<file path="config.mk">
export PLATFORM = sky130hd
export DESIGN_NAME = sdram_stream_reader
export DESIGN_NICKNAME = d
export VERILOG_FILES = /design/src/rtl/sdram_read_pkg.sv /design/src/rtl/sync_fifo.sv /design/src/rtl/sdram_stream_reader.sv
export SDC_FILE = /design/constraint.sdc
export NUM_CORES = 1
export LEC_CHECK = 0
export BUFFER_PORTS_ARGS = -buffer_cell sky130_fd_sc_hd__buf_2
export CAP_MARGIN = 20
export CORE_MARGIN = 4
export CORE_UTILIZATION = 42
export DETAILED_ROUTE_END_ITERATION = 10
export SLEW_MARGIN = 30
export SYNTH_ARGS = -nofsm -noshare
export SYNTH_HDL_FRONTEND = slang
export SYNTH_SLANG_ARGS = --single-unit
export TNS_END_PERCENT = 100
</file>
<file path="constraint.sdc">
create_clock -name clk -period 6.61 [get_ports clk]
set_clock_uncertainty 0.15 [all_clocks]
set_input_delay 0.661 -clock clk [delete_from_list [all_inputs] [get_ports clk]]
set_output_delay 0.661 -clock clk [all_outputs]
set_load 0.005 [all_outputs]
</file>
<file path="src/rtl/sdram_read_pkg.sv">
// sdram_read_pkg: shared FSM encoding and word sizing helper for the SDRAM stream reader.
package sdram_read_pkg;
   typedef enum logic [1:0] {IDLE, GO, FETCH, DRAIN} state_t;
   function automatic int bytes_per_word(input int data_w);
      return data_w / 8;
   endfunction
endpackage

</file>
<file path="src/rtl/sync_fifo.sv">
// sync_fifo: first-word fall-through FIFO; a push while full is accepted only alongside a pop.
module sync_fifo #(
   parameter int WIDTH = 32,
   parameter int DEPTH = 8
) (
   input  logic                     clk,
   input  logic                     reset_n,
   input  logic                     push,
   input  logic [WIDTH-1:0]         wdata,
   input  logic                     pop,
   output logic [WIDTH-1:0]         rdata,
   output logic                     full,
   output logic                     empty,
   output logic [$clog2(DEPTH):0]   level
);
   localparam int AW = $clog2(DEPTH);
   logic [WIDTH-1:0] mem [DEPTH];
   logic [AW:0] wp, rp;
   logic do_push, do_pop;
   assign level = wp - rp;
   assign empty = level == '0;
   assign full = level == (AW+1)'(DEPTH);
   assign do_pop = pop && !empty;
   assign do_push = push && (!full || do_pop);
   assign rdata = mem[rp[AW-1:0]];
   always_ff @(posedge clk) begin
      if (do_push) mem[wp[AW-1:0]] <= wdata;
   end
   always_ff @(posedge clk) begin
      if (!reset_n) begin
         wp <= '0;
         rp <= '0;
      end else begin
         if (do_push) wp <= wp + 1'b1;
         if (do_pop) rp <= rp + 1'b1;
      end
   end
endmodule

</file>
<file path="src/rtl/sdram_stream_reader.sv">
// sdram_stream_reader: streams an SDRAM byte range from a read master into a valid/ready output.
// Optional pop counter on word_count is built when SDRAM_STREAM_STATUS_EN is defined.
module sdram_stream_reader
   import sdram_read_pkg::*;
#(
   parameter int DATA_W     = 32,
   parameter int ADDR_W     = 32,
   parameter int FIFO_DEPTH = 8
) (
   input  logic              clk,
   input  logic              reset_n,
   input  logic              start_read,
   input  logic [ADDR_W-1:0] cfg_base,
   input  logic              cfg_load,
   input  logic [ADDR_W-1:0] cfg_len,
   output logic              read_control_go,
   input  logic              read_control_done,
   input  logic              read_control_early_done,
   output logic              read_control_fixed_location,
   output logic [ADDR_W-1:0] control_read_base,
   output logic [ADDR_W-1:0] control_read_length,
   input  logic [DATA_W-1:0] user_read_buffer_data,
   input  logic              user_read_data_available,
   output logic              user_read_ack,
   output logic [DATA_W-1:0] out_data,
   output logic              out_valid,
   input  logic              out_ready,
   output logic              busy,
   output logic              done,
   output logic [ADDR_W-1:0] word_count
);
   localparam logic [ADDR_W-1:0] LEN_MASK = ~ADDR_W'(bytes_per_word(DATA_W) - 1);
   state_t state;
   logic [ADDR_W-1:0] cur_addr, len_q, len_in;
   logic [DATA_W-1:0] head;
   logic full, empty, pop;
   logic [$clog2(FIFO_DEPTH):0] level_unused;
   logic early_unused;
   assign early_unused = read_control_early_done;
   // Lengths are whole words; any stray low bits are dropped rather than trusted.
   assign len_in = cfg_len & LEN_MASK;
   assign user_read_ack = reset_n && state == FETCH && user_read_data_available && !full;
   assign out_valid = reset_n && !empty;
   assign out_data = out_valid ? head : '0;
   assign pop = out_valid && out_ready;
   assign busy = reset_n && state != IDLE;
   assign read_control_fixed_location = 1'b0;
   assign control_read_base = cur_addr;
   assign control_read_length = len_q;

   sync_fifo #(.WIDTH(DATA_W), .DEPTH(FIFO_DEPTH)) u_fifo (
      .clk(clk),
      .reset_n(reset_n),
      .push(user_read_ack),
      .wdata(user_read_buffer_data),
      .pop(pop),
      .rdata(head),
      .full(full),
      .empty(empty),
      .level(level_unused)
   );

   always_ff @(posedge clk) begin
      if (!reset_n) begin
         state <= IDLE;
         cur_addr <= '0;
         len_q <= '0;
         read_control_go <= 1'b0;
         done <= 1'b0;
      end else begin
         read_control_go <= 1'b0;
         done <= 1'b0;
         case (state)
            IDLE: if (start_read) begin
               if (len_in == '0) done <= 1'b1;
               else begin
                  state <= GO;
                  read_control_go <= 1'b1;
                  len_q <= len_in;
                  if (cfg_load) cur_addr <= cfg_base;
               end
            end
            GO: state <= FETCH;
            FETCH: if (read_control_done && !user_read_data_available) begin
               state <= DRAIN;
               cur_addr <= cur_addr + len_q;
            end
            default: if (empty) begin
               state <= IDLE;
               done <= 1'b1;
            end
         endcase
      end
   end

`ifdef SDRAM_STREAM_STATUS_EN
   always_ff @(posedge clk) begin
      if (!reset_n) word_count <= '0;
      else if (state == IDLE && start_read && len_in != '0) word_count <= '0;
      else if (pop && word_count != '1) word_count <= word_count + 1'b1;
   end
`else
   assign word_count = '0;
`endif
endmodule

</file>
# --- Word level (Yosys, flattened, before mapping) ---
# Memories as Yosys holds them, arrays and structs flattened. A register that Yosys moved wholly into a read port is not among the register bits.
# Cells that the tools add are included.
op_classes:
  bitwise: 1
  n_eq_ne: 7
  n_addsub: 4
  reduce_logical: 24
  muxes: 20
op_table:
  columns: ["op", "n"]
  rows:
  - ["32-bit two-way mux", 5]
  - ["32-bit one-hot mux with 2 select lines", 1]
  - ["32-bit adder", 1]
  - ["32-bit zero test", 1]
  - ["1-bit logical AND", 9]
  - ["4-bit by 1-bit adder with 4-bit output (second input constant)", 2]
  - ["2-bit two-way mux", 4]
  - ["1-bit two-way mux", 6]
  - ["3-bit two-way mux", 2]
  - ["2-bit inequality test (second input constant)", 3]
  - ["2-bit one-hot mux with 3 select lines", 1]
  - ["3-bit AND reduction", 2]
  - ["5-bit AND reduction", 1]
  - ["4-bit equality test (second input constant)", 1]
  - ["4-bit zero test", 1]
  - ["4-bit AND reduction", 1]
  - ["2-bit nonzero test", 2]
  - ["4-bit nonzero test", 1]
  - ["4-bit subtractor", 1]
  - ["1-bit zero test", 3]
  - ["2-bit by 1-bit equality test with 1-bit output (second input constant)", 1]
  - ["2-bit equality test (second input constant)", 1]
  - ["2-bit zero test", 1]
  - ["2-bit by 1-bit inequality test with 1-bit output (second input constant)", 1]
  - ["4 further kinds", 4]
word_totals:
  register_bits: 74
  elab_cells: 64
  in_bits: 104
  mem_bits_rw: 256
  output_inout_bits: 134
  n_memories: 1
memory_table:
  columns: ["memory", "depth", "width", "rd", "rd_clocked_by_memory_dff", "wr", "line", "text"]
  rows:
  - ["u_fifo.mem", 8, 32, 1, 1, 1, "sync_fifo.sv:17", "logic [WIDTH-1:0] mem [DEPTH];"]

# --- Depth between registers and ports, before layout ---
# Gate-level depths: netlist of the first run.
logic_depth:
  ltp_word: 10
  mapped_depth: 11
  ltp_nobuf: 10

# --- By module ---
# A second synthesis of the first run with hierarchy kept.
hier_totals:
  cells_unflattened: 1047
  hier_area_um2: 15134.5
by_module_without_submodules:
  columns: ["module", "cells_per_inst", "n_inst", "seq_area_each_um2", "area_each_um2"]
  rows:
  - ["sync_fifo", 450, 1, 7907.6, 10271.1]
  - ["sdram_stream_reader", 597, 1, 1321.3, 4863.4]

# --- Worst setup path before layout of the first run ---
# Ideal clock, no wire load.
synth_timing:
  path_kind: "register to register"
  startpoint: "reg u_fifo.wp[1]"
  endpoint: "mem u_fifo.mem[0][0] (enable)"
  t_arrival_ns: 4.302
  path_stages_with_launch: 10
  setup_ns: 0.468
  slack_ns: 1.690
  t_required_ns: 5.992
  n_path_buf: 1
  synth_period_minus_slack_ns: 4.920
  path_cell_list: "dfxtp_1 ha_1 nor2b_1 o21ai_0 a21oi_1 nor2b_1 o2111a_1 clkbuf_1 nor2b_1 nor3b_1"
synth_between:
  word_cells_on_any_way: 13
  cone_classes: "add/sub: 1; eq/ne: 1; mux: 2; reduce/logical: 9"
synth_lines:
  columns: ["element", "line", "text"]
  rows:
  - ["start: declaration", "sync_fifo.sv:18", "logic [AW:0] wp, rp;"]
  - ["start signal: assignment", "sync_fifo.sv:34", "if (do_push) wp <= wp + 1'b1;"]
  - ["4-bit subtractor", "sync_fifo.sv:20", "assign level = wp - rp;"]
  - ["4-bit equality test", "sync_fifo.sv:22", "assign full = level == (AW+1)'(DEPTH);"]
  - ["1-bit zero test", "sdram_stream_reader.sv:42", "assign user_read_ack = reset_n && state == FETCH && user_read_data_available && !full;"]
  - ["1-bit logical AND", "sdram_stream_reader.sv:42", null]
  - ["named net user_read_ack", "sdram_stream_reader.sv:24", "output logic user_read_ack,"]
  - ["1-bit logical AND", "sync_fifo.sv:24", "assign do_push = push && (!full || do_pop);"]
  - ["1-bit two-way mux", "sync_fifo.sv:27", "if (do_push) mem[wp[AW-1:0]] <= wdata;"]
  - ["1-bit two-way mux (implied by the code)", "sync_fifo.sv:27", null]
  - ["end: declaration", "sync_fifo.sv:17", null]
# The timed path passes the listed nets, and every way through them passes these cells.

# --- Final worst setup path of the first run ---
layout_timing:
  startpoint: "reg u_fifo.wp[1]"
  endpoint: "mem u_fifo.mem[0][25] (enable)"
layout_between:
  elab_chain_cells: 10
  word_cells_on_any_way: 13
  cone_classes: "add/sub: 1; eq/ne: 1; mux: 2; reduce/logical: 9"
layout_lines:
  columns: ["element", "line", "text"]
  rows:
  - ["4-bit subtractor", "sync_fifo.sv:20", null]
  - ["4-bit zero test", "sync_fifo.sv:21", "assign empty = level == '0;"]
  - ["1-bit zero test", "sync_fifo.sv:23, sdram_stream_reader.sv:43", null]
  - ["1-bit logical AND", "sdram_stream_reader.sv:43", "assign out_valid = reset_n && !empty;"]
  - ["1-bit logical AND", "sdram_stream_reader.sv:45", "assign pop = out_valid && out_ready;"]
  - ["1-bit logical AND", "sync_fifo.sv:23", "assign do_pop = pop && !empty;"]
  - ["1-bit logical OR", "sync_fifo.sv:24", null]
  - ["1-bit logical AND", "sync_fifo.sv:24", null]
  - ["1-bit two-way mux", "sync_fifo.sv:27", null]
  - ["1-bit two-way mux (implied by the code)", "sync_fifo.sv:27", null]
# Several ways; a longest one is shown, not always the timed one.

==> metrics.md, run 1 <==
| Metric | Value |
|---|---|
| Worst IR Drop VDD | 0.000233 V |
| RSZ-0062 raised after global routing | no |
| Hold EP | control_read_length[9] |
| Worst path slowest cell | nor3b_2 |
| Post-synthesis compound-gate area fraction | 7.69% |
| CP arrival | 4.06 ns |
| WL per Instance | 20.8 um |
| Critical path class | flop to flop |
| Clock transition at path regs | 0.06 ns |
| Hold wc startpoint | cfg_len[9] |
| Die height | 196 um |
| Maxcap violations | 0 |
| Slew HR | 37.3% |
| Met2 usage in global routing | 29.8% |
| Final hold slack | 0.223 ns |
| IO Pins | 238 |
| Antenna violations before repair | 4 |
| DRC | 0 |
| Std cell rows | 68 |
| DPL Wire Length | 23200 um |
| Nets | 1391 |
| Vias per cell | 5.43 |
| Largest net degree at the start of global routing | 62 |
| Clock Path Buffers | 3 |
| Worst Path Max Fanout | 24 |
| Critical Path Max Stage Delay | 0.82 ns |
| Setup_tns | 0 ns |
| Ys async rst share | 0% |
| Synth unique cells | 66 |
| Synth-to-Final Area Change | 17.2% |
| R2r startpoint | u_fifo.wp[1] |
| CTS Buf Count | 37 |
| HP Class | input pin to flop |
| Adder-Cell Fraction of Synth Area | 3.33% |
| Pwr/cell area | 332 nW/um^2 |
| Vias in the first global route | 9359 |
| Vias | 9400 |
| Routed WL | 36000 um |
| H-tree Lvls | 2 |
| M1 GR Usage | 25.4% |
| Placed inst area | 16300 um^2 |
| Critical Path RT | 6.65 ns |
| Core area | 34800 um^2 |
| Most common library cell in the layout ignoring fill and taps | edfxtp_1 |
| Dominant synthesized flop cell | edfxtp_1 |
| Antenna-violating nets left | 0 |
| Design area | 17500 um^2 |
| Synth warn | 0 |
| # hold bufs at CTS | 0 |
| Starting Density | 42.8% |
| First DRT Iteration DRCs | 594 |
| Fmax | 0.249 GHz |
| Crit path time final | 4.02 ns |
| Met3 Use GR | 3.50% |
| Post-CTS Setup Inserts | 0 |
| Reg2reg path depth | 9 |
| Non-filler cells, final | 1732 |
| Core Util, Final | 50.2% |
| Busiest metal layer after global routing | met2 |
| Number of synthesized flops with an enable pin | 256 |
| # clock sinks | 333 |
| Die W | 196 um |
| Xor and xnor area share after synthesis | 1.59% |
| PortBufs | 199 |
| Clock Latency Late Sink | 0.54 ns |
| Pre-antenna DRT Iters | 5 |
| Cells after DPL | 1664 |
| Crit path max-delay family | simple AND/OR/NAND/NOR gates |
| Mux share of post-synthesis cell area | 14.7% |
| Register area share after synthesis | 62.0% |
| CTS tree | built |
| Crit-path cells | ha_1, nor2b_1, o21ai_0, a21oi_1, nor2b_1, o2111a_1, nor2b_1, nor3b_2, buf_4 |
| Full die area | 38500 um^2 |
| Final worst path period share | 60.8% |
| Worst-margin pin slew | 0.936 ns |
| Routability cong. | 0.860 |
| Leak | 6.64 nW |
| Buffers and inverters on the worst path | 1 |
| First-pass GRT wire length | 55300 um |
| Hold Path Cell Cnt | 3 |
| Most frequent cells in the layout | edfxtp_1, buf_2, nor2_1 |
| Layout cell share with drive strength beyond 1 | 27.9% |
| Grt total ovfl | 0 |
| Crit end category | flop |
| Setup Viol. Count Final | 0 |
| Post-synthesis simple-gate area fraction | 7.00% |
| Total GRT Usage | 18.4% |
| Reg2reg end | u_fifo.mem[0][25] |
| Flop2flop setup slack | 2.59 ns |
| CP Launch Type | flop |
| Avg Inst Size Synth | 14.3 um^2 |
| Final Hold Viols | 0 |
| Root buf cell | clkbuf_16 |
| Final Max Slew Viols | 0 |
| Syn Std Cell Area | 14900 um^2 |
| Post_cts resized | 0 |
| Outcome | finished, final reports clean |
| Worst path most repeated cell | nor2b_1 |
| Largest family of logic cells by synthesized area | multiplexers |
| Flops & latches, synth | 333 |
| Syn Inst Count | 1045 |
==> report_power, final <==
part / total, W / internal [W] / switching [W]
clock network: 0.00189 / 0.00106 / 0.000833
registers: 0.00249 / 0.00236 / 0.000133
logic: 0.00141 / 0.000624 / 0.000785
==> layout make-up <==
cell class,instances,area [um^2]
sequential,333,9240
clock inverter,16,130
multi-input combinational,637,5310
clock buffer,49,981
fill,3015,17300
antenna,3,7.51
inverter,20,75.1
tap,455,569
timing repair buffer,219,1150
==> logic make-up (layout without fill, tap and decap cells) <==
logic type      count (synthesis)  after routing
simple gates                  221            221
xor+xnor                       27             27
mux                           139            139
fa+ha+maj                      39             39
compound gates                176            176
other cells                     1             38
flops                         333            333
buf+inv                       109            304
==> through the flow <==
stage / total power, W / worst slack (ns)
after floorplan: 0.00349 / 1.69
after global placement: 0.00394 / 2.59
after detailed placement: 0.00396 / 2.54
after CTS: 0.00586 / 2.53
after global routing: 0.00611 / 2.26
final: 0.00579 / 2.59
==> cell usage after synthesis (all sizes together) (6+ instances only) <==
cell type  number  area, um^2
edfxtp        256        7690
nor2           96         360
dfxtp          77        1540
mux2i          73         731
mux4           64        1440
a21oi          54         270
buf            49         324
nand2          41         154
clkbuf         40         150
ha             38         475
o21ai          33         165
a21o           22         166
inv            20        75.1
xnor2          17         149
a211oi         13        97.6
nand3          12        60.1
and3           10        63.8
nand4          10        62.6
nor4           10        62.6
xor2           10        87.6
or3             8        50.1
a31oi           7        43.8
nand2b          7        43.8
o21bai          7        52.6
a211o           6        52.6
nor2b           6        37.5
==> state kept, by name (all words and copies together) (netlist names), named ones only <==
signal               cells
control_read_base       32
control_read_length     30
done                     1
read_control_go          1
state                    2
u_fifo.mem             256
u_fifo.rp                4
u_fifo.wp                4
==> metal layers <==
metal / part of all wire [%] / vias to the layer above
met5: 0.050 / -
met4: 2.4 / 4
met3: 6.2 / 59
met2: 47 / 267
met1: 44 / 4703
li1: - / 4367
==> worst reg2reg max path: cells and delay by family, from the launching register on <==
family / cells / cell delay, ns
AO/OA/AOI/OAI: 3 / 0.70
adder cells (fa/ha/maj): 1 / 0.32
buffers and inverters: 1 / 0.52
flip-flops: 1 / 0.58
AND/OR/NAND/NOR: 4 / 1.41
==> worst max-delay path by stage <==
| stage | from | slack [ns] | cells after the start | to |
|---|---|---|---|---|
| after floorplan | u_fifo.wp[1] | 1.69 | 9 | u_fifo.mem[0][0] |
| after global routing | u_fifo.wp[1] | 2.26 | 9 | u_fifo.mem[0][25] |
| after global placement | u_fifo.wp[1] | 2.59 | 9 | u_fifo.mem[1][26] |
| after detailed placement | u_fifo.wp[1] | 2.54 | 9 | u_fifo.mem[0][30] |
| final | u_fifo.wp[1] | 2.59 | 9 | u_fifo.mem[0][25] |
| after CTS | u_fifo.wp[1] | 2.53 | 9 | u_fifo.mem[0][25] |
(Power assumes the default switching activity.)
==> inputs of run 2 (changes only) <==
- ABC_AREA: default -> 1
- clock period: 6.61 -> 4 ns (I/O delays scaled with it)
==> run 2 against run 1 <==
Critical path depth rose by 2. Register-to-register slack got worse by 1.6 ns. Highest routed layer is now met4. Sequential cell count did not move. Combinational power grew 150%. Synthesized cell count grew 64%. Non-clock buffer count is 66 higher. Critical endpoint is now out_data[31]. Cell count increased by 44%. Largest power group unchanged. Worst setup slack worse by 1.8 ns.
==> metrics.md, run 2 <==
| Metric | Value |
|---|---|
| Outcome | finished, final reports clean |
| IO Pins | 238 |
| Crit path to | out_data[31] |
| Setup Viol. Count Final | 0 |
| Worst IR Drop VDD | 0.000537 V |
| Commonest cells in the netlist | nand2_1, edfxtp_1, nor2_1 |
| Syn Inst Count | 1717 |
| DRC | 0 |
| Flops & latches, synth | 333 |
| Die W | 202 um |
| Ys async rst share | 0% |
| Antenna-violating nets left | 0 |
| R2r startpoint | u_fifo.rp[1] |
| CTS Buf Count | 37 |
| Cell taking the most area after synthesis | edfxtp_1 |
| Post-synth top area share | 48.4% |
| Top-count cell post-synth | nand2_1 |
| Dominant synthesized flop cell | edfxtp_1 |
| Avg Inst Size Synth | 9.25 um^2 |
| Grt total ovfl | 0 |
| CTS tree | built |
| WL per Instance | 16.8 um |
| Final Hold Viols | 0 |
| Reg2reg path depth | 12 |
| Design area | 19100 um^2 |
| Synth-to-Final Area Change | 20.5% |
| Crit path time final | 3.17 ns |
| Pwr/cell area | 578 nW/um^2 |
| Die height | 202 um |
| DPL Wire Length | 27000 um |
| Synth top area cells | edfxtp_1, nand2_1, dfxtp_1, nor2_1, a21oi_1 |
| HP Class | input pin to flop |
| RSZ-0062 raised after global routing | no |
| Register area share after synthesis | 58.1% |
| Routed WL | 42000 um |
| Vias | 12500 |
| H-tree Lvls | 2 |
| Leak | 8.05 nW |
| CP Launch Point | u_fifo.rp[1] |
| CP arrival | 2.62 ns |
| First-pass GRT wire length | 65800 um |
| Largest net degree at the start of global routing | 65 |
| Final Max Slew Viols | 0 |
| Placed inst area | 17300 um^2 |
| PortBufs | 199 |
| Critical Path RT | 3.45 ns |
| Most frequent cells in the layout | nand2_1, edfxtp_1, buf_2 |
| Antenna violations before repair | 4 |
| Post_cts resized | 0 |
| Maxcap violations | 0 |
| Slew HR | 44.2% |
| Pre-antenna DRT Iters | 6 |
| Number of synthesized flops with an enable pin | 256 |
| Std cell rows | 70 |
| Critical path class | flop to primary output |
| DP Worst Slack | 0.991 ns |
| Crit end category | primary output |
| Clock Latency Late Sink | 0.55 ns |
| Fmax | 0.315 GHz |
| Root buf cell | clkbuf_16 |
| Multi-input gate area | 5740 um^2 |
| Most common library cell in the layout ignoring fill and taps | nand2_1 |
| Reg2reg end | u_fifo.mem[4][24] |
| Clock transition at path regs | 0.06 ns |
| Worst Path Max Fanout | 35 |
| Setup_tns | 0 ns |
| Routability cong. | 0.901 |
| Vias per cell | 4.99 |
| Fill count | 3465 |
| Worst-margin pin slew | 0.833 ns |
| Synth unique cells | 41 |
| Total GRT Usage | 20.2% |
| Largest register FFs | 256 |
| First DRT Iteration DRCs | 827 |
| Final worst path period share | 79.3% |
| Synth warn | 0 |
| Flop2flop setup slack | 0.98 ns |
| Core area | 37000 um^2 |
| Core Util, Final | 51.8% |
| Starting Density | 43.0% |
| Layout cell share with drive strength beyond 1 | 15.4% |
| Vias in the first global route | 11900 |
| Nets | 2105 |
| Final setup margin | 0.829 ns |
| Full die area | 41000 um^2 |
| Clock Path Buffers | 3 |
| Register area | 9240 um^2 |
| # clock sinks | 333 |
| CP Launch Type | flop |
| Syn Std Cell Area | 15900 um^2 |
[run 2: cell count changes in the layout (fill, tap and decap cells not counted), moves of 11 or more]
cell           change
nand2_1          +473
inv_1            +111
nor2_1            +89
a21oi_1           +80
mux2i_1           -73
mux4_2            -64
dlygate4sd3_1     +62
nand3_1           +49
o21ai_0           +39
a32o_1            +32
a32oi_1           +32
a21o_1            -19
a211oi_1          -11
[run 2: stage by stage]
step | power (W) | hold WS, ns | std cells
floorplan | 0.00666 | 0.312 | 1751
global placement | 0.00772 | 0.302 | 2365
detailed placement | 0.00777 | 0.311 | 2365
CTS | 0.0112 | 0.00141 | 2494
global route | 0.0118 | 0.0344 | 2497
finish | 0.0111 | 0.0210 | 2497
[run 2: cells by family (layout without fill, tap and decap cells)]
group	count (synthesis)	after routing	share of synthesized area [%]
and+or+nand+nor	795	795	19.9
DFF	333	333	58.1
AOI/OAI and AO/OA	290	290	11.2
buffers and inverters	246	485	6.98
adders and majority gates	39	39	3.12
xor gates and xnor gates	13	13	0.717
other	1	38	0.0236
[run 2: power breakdown]
group          total, W  internal (W)  switching, W  leakage (nW)
sequential      0.00426       0.00399      0.000269          2.94
clock           0.00332       0.00192       0.00140         0.574
combinational   0.00348       0.00126       0.00222          4.54
total            0.0111       0.00717       0.00388          8.05
[run 2: area by class of cell]
cell class                      instances  area share (%)
Inverter                              133            2.62
Antenna cell                            3          0.0392
Tap cell                              504            3.30
Timing Repair Buffer                  285            9.65
Sequential cell                       333            48.3
Multi-Input combinational cell       1172            30.0
Clock buffer                           45            5.00
Clock inverter                         22            1.12
[run 2: critical path: stages (launching register included)]
cell	delay (ns)
dfxtp_1	0.36
inv_1	0.07
ha_1	0.31
nand2_1	0.07
nand2_1	0.08
a21o_1	0.17
nand2_1	0.07
nand2_1	0.07
nand2_2	0.12
nand2_4	0.29
a211oi_1	0.28
buf_2	0.17
[run 2: metal layers]
layer	vias up	track usage, %	share of wire [%]
met2	344	32.3	46
met4	0	6.09	2.7
li1	6238	-	-
met5	-	0	0
met1	5830	28.0	46
met3	60	3.85	5.6
[run 2: worst min path at each step]
stage | slack [ns] | from | end | depth (start not counted)
3_5_place_dp | 0.31 | control_read_base[0] | control_read_base[0] | 2
6_report | 0.02 | cfg_len[21] | control_read_length[21] | 3
3_3_place_gp | 0.30 | control_read_base[1] | control_read_base[1] | 2
4_1_cts | 0.001 | cfg_base[13] | control_read_base[13] | 4
5_1_grt | 0.03 | cfg_base[16] | control_read_base[16] | 4
2_1_floorplan | 0.31 | control_read_base[0] | control_read_base[0] | 2
[run 2: what timing repair did]
action,CTS,global route
endpoints found under the setup margin,0,0
buffers inserted,0,0
hold buffers,62,0
endpoints found under the hold margin,286,0
==> inputs of run 3 (changes only) <==
- clock period: 4 -> 3.04 ns (I/O delays scaled with it)
==> run 3 against run 2 <==
Clock power grew 33%. Sequential cell count is the same. Total power grew 34%. Cell area grew 2.1%. Critical endpoint unchanged. Via count grew 2.9%. Critical path type unchanged.
==> metrics.md, run 3 (synthesis gave the netlist of run 2 again) <==
| Metric | Value |
|---|---|
| Critical Path RT | 2.59 ns |
| Reg2reg end | u_fifo.mem[4][23] |
| DRC | 0 |
| WL per Instance | 16.9 um |
| Routed WL | 42700 um |
| Slew HR | 57.8% |
| Flop2flop setup slack | 0.26 ns |
| First-pass GRT wire length | 67100 um |
| M1 GR Usage | 25.8% |
| First DRT Iteration DRCs | 725 |
| Pre-antenna DRT Iters | 5 |
| Hold wc startpoint | cfg_base[12] |
| IO Pins | 238 |
| CP arrival | 2.44 ns |
| Int Pwr | 0.00964 W |
| Worst IR Drop VDD | 0.000436 V |
| Met3 Use GR | 3.99% |
| Vias | 12800 |
| Full die area | 41000 um^2 |
| Hold Path Cell Cnt | 5 |
| Combinational Power Share | 32.5% |
| Setup Viol. Count Final | 0 |
| Largest register FFs | 256 |
| Grt total ovfl | 0 |
| HP Class | input pin to flop |
| Antenna violations before repair | 1 |
| CP Launch Type | flop |
| Share of total power in the clock network | 29.7% |
| Reg2reg path depth | 12 |
| Nets | 2133 |
| H-tree Lvls | 2 |
| DPL Wire Length | 27500 um |
| Setup_tns | 0 ns |
| CTS Buf Count | 37 |
| RSZ-0062 raised after global routing | yes |
| Std cell rows | 70 |
| DP Worst Slack | 0.236 ns |
| Outcome | finished, final reports clean |
| Vias in the first global route | 12700 |
| R2r startpoint | u_fifo.rp[1] |
| Core area | 37000 um^2 |
| Seq pwr share | 37.8% |
| Final setup margin | 0.147 ns |
| Busiest metal layer after global routing | met2 |
| Die W | 202 um |
| Design area | 19500 um^2 |
| Hold EP | control_read_base[12] |
| Final Hold Viols | 0 |
| Most common library cell in the layout ignoring fill and taps | nand2_1 |
| Pwr/cell area | 761 nW/um^2 |
| Critical path class | flop to primary output |
| Most frequent cells in the layout | nand2_1, edfxtp_1, buf_2 |
| Final Max Slew Viols | 0 |
| Worst-margin pin slew | 0.633 ns |
| Worst Path Max Fanout | 18 |
| Routability cong. | 0.902 |
| Power consumption | 0.0149 W |
| # clock sinks | 333 |
| Maxcap violations | 0 |
| Synth-to-Final Area Change | 23.0% |
| Core Util, Final | 52.8% |
| Fmax | 0.346 GHz |
| Net Switching | 0.00522 W |
| PortBufs | 199 |
| Die height | 202 um |
| Met2 usage in global routing | 34.5% |
| Placed inst area | 17400 um^2 |
| Vias per cell | 5.09 |
| Crit end category | primary output |
| Fill count | 3422 |
| Crit path time final | 2.89 ns |
| Layout cell share with drive strength beyond 1 | 15.4% |
| Clock Path Buffers | 3 |
| Clock Latency Late Sink | 0.54 ns |
| Starting Density | 43.0% |
| CTS tree | built |
| Leak | 8.20 nW |
| Final worst path period share | 95.2% |
| Clock transition at path regs | 0.06 ns |
| Total GRT Usage | 20.1% |
| Largest net degree at the start of global routing | 129 |
| Sw Ratio | 35.1% |
| Antenna-violating nets left | 0 |
| Root buf cell | clkbuf_16 |
-- run 3: per-layer routing --
layer  vias to the layer above  routed length [um]
met5                         -                   0
met4                         0                1100
met3                        77                2610
met2                       368               20600
met1                      6096               18400
li1                       6294                   -
-- run 3: repair_timing --
action / CTS / global route
hold buffers: 84 / 0
setup buffers: 0 / 1
pin swaps: 0 / 3
endpoints found under the setup margin: 1 / 48
gates resized for setup: 1 / 5
hold endpoints to repair: 308 / 0
cloned: 0 / 1
-- run 3: metrics by stage --
step	std cells	hold slack, ns
floorplan	1751	0.253
global placement	2369	0.301
detailed placement	2369	0.316
CTS	2518	0.000118
global route	2521	0.0115
finish	2521	0.0183
-- run 3: final cells by class --
cell class	count	area, um^2	area share [%]
repair buffers	312	2180	11.2
flip-flops and latches	333	9240	47.3
inverters	133	500	2.56
clock inverters	17	181	0.929
well taps	504	631	3.23
clock buffers	48	1020	5.21
diodes	1	2.50	0.0128
multi-input cells	1173	5780	29.6
-- run 3: power groups by stage --
stage / registers [W] / logic, W / clock network, W
CTS: 0.00561 / 0.00470 / 0.00450
floorplan: 0.00561 / 0.00315 / 0
detailed placement: 0.00570 / 0.00458 / 0
finish: 0.00561 / 0.00483 / 0.00441
global placement: 0.00570 / 0.00450 / 0
global route: 0.00565 / 0.00544 / 0.00471
-- run 3: worst max path at each step --
stage | start | to | slack (ns) | cells past startpoint
floorplan | u_fifo.rp[1] | u_fifo.mem[0][0] | -0.34 | 11
finish | u_fifo.rp[1] | out_data[31] | 0.15 | 11
global route | u_fifo.rp[1] | out_data[30] | -0.02 | 11
detailed placement | u_fifo.rp[1] | u_fifo.mem[6][31] | 0.24 | 12
CTS | u_fifo.rp[1] | out_data[31] | 0.07 | 11
global placement | u_fifo.rp[1] | u_fifo.mem[6][21] | 0.30 | 12
-- run 3: worst max-delay path: stages, from the launching register on --
cell and delay, ns:
dfxtp_1 0.35, inv_1 0.07, ha_1 0.30, nand2_1 0.07
nand2_1 0.09, a21o_1 0.18, nand2_1 0.07, nand2_1 0.08
nand2_4 0.17, nand2_8 0.15, a211oi_2 0.21, buf_2 0.14
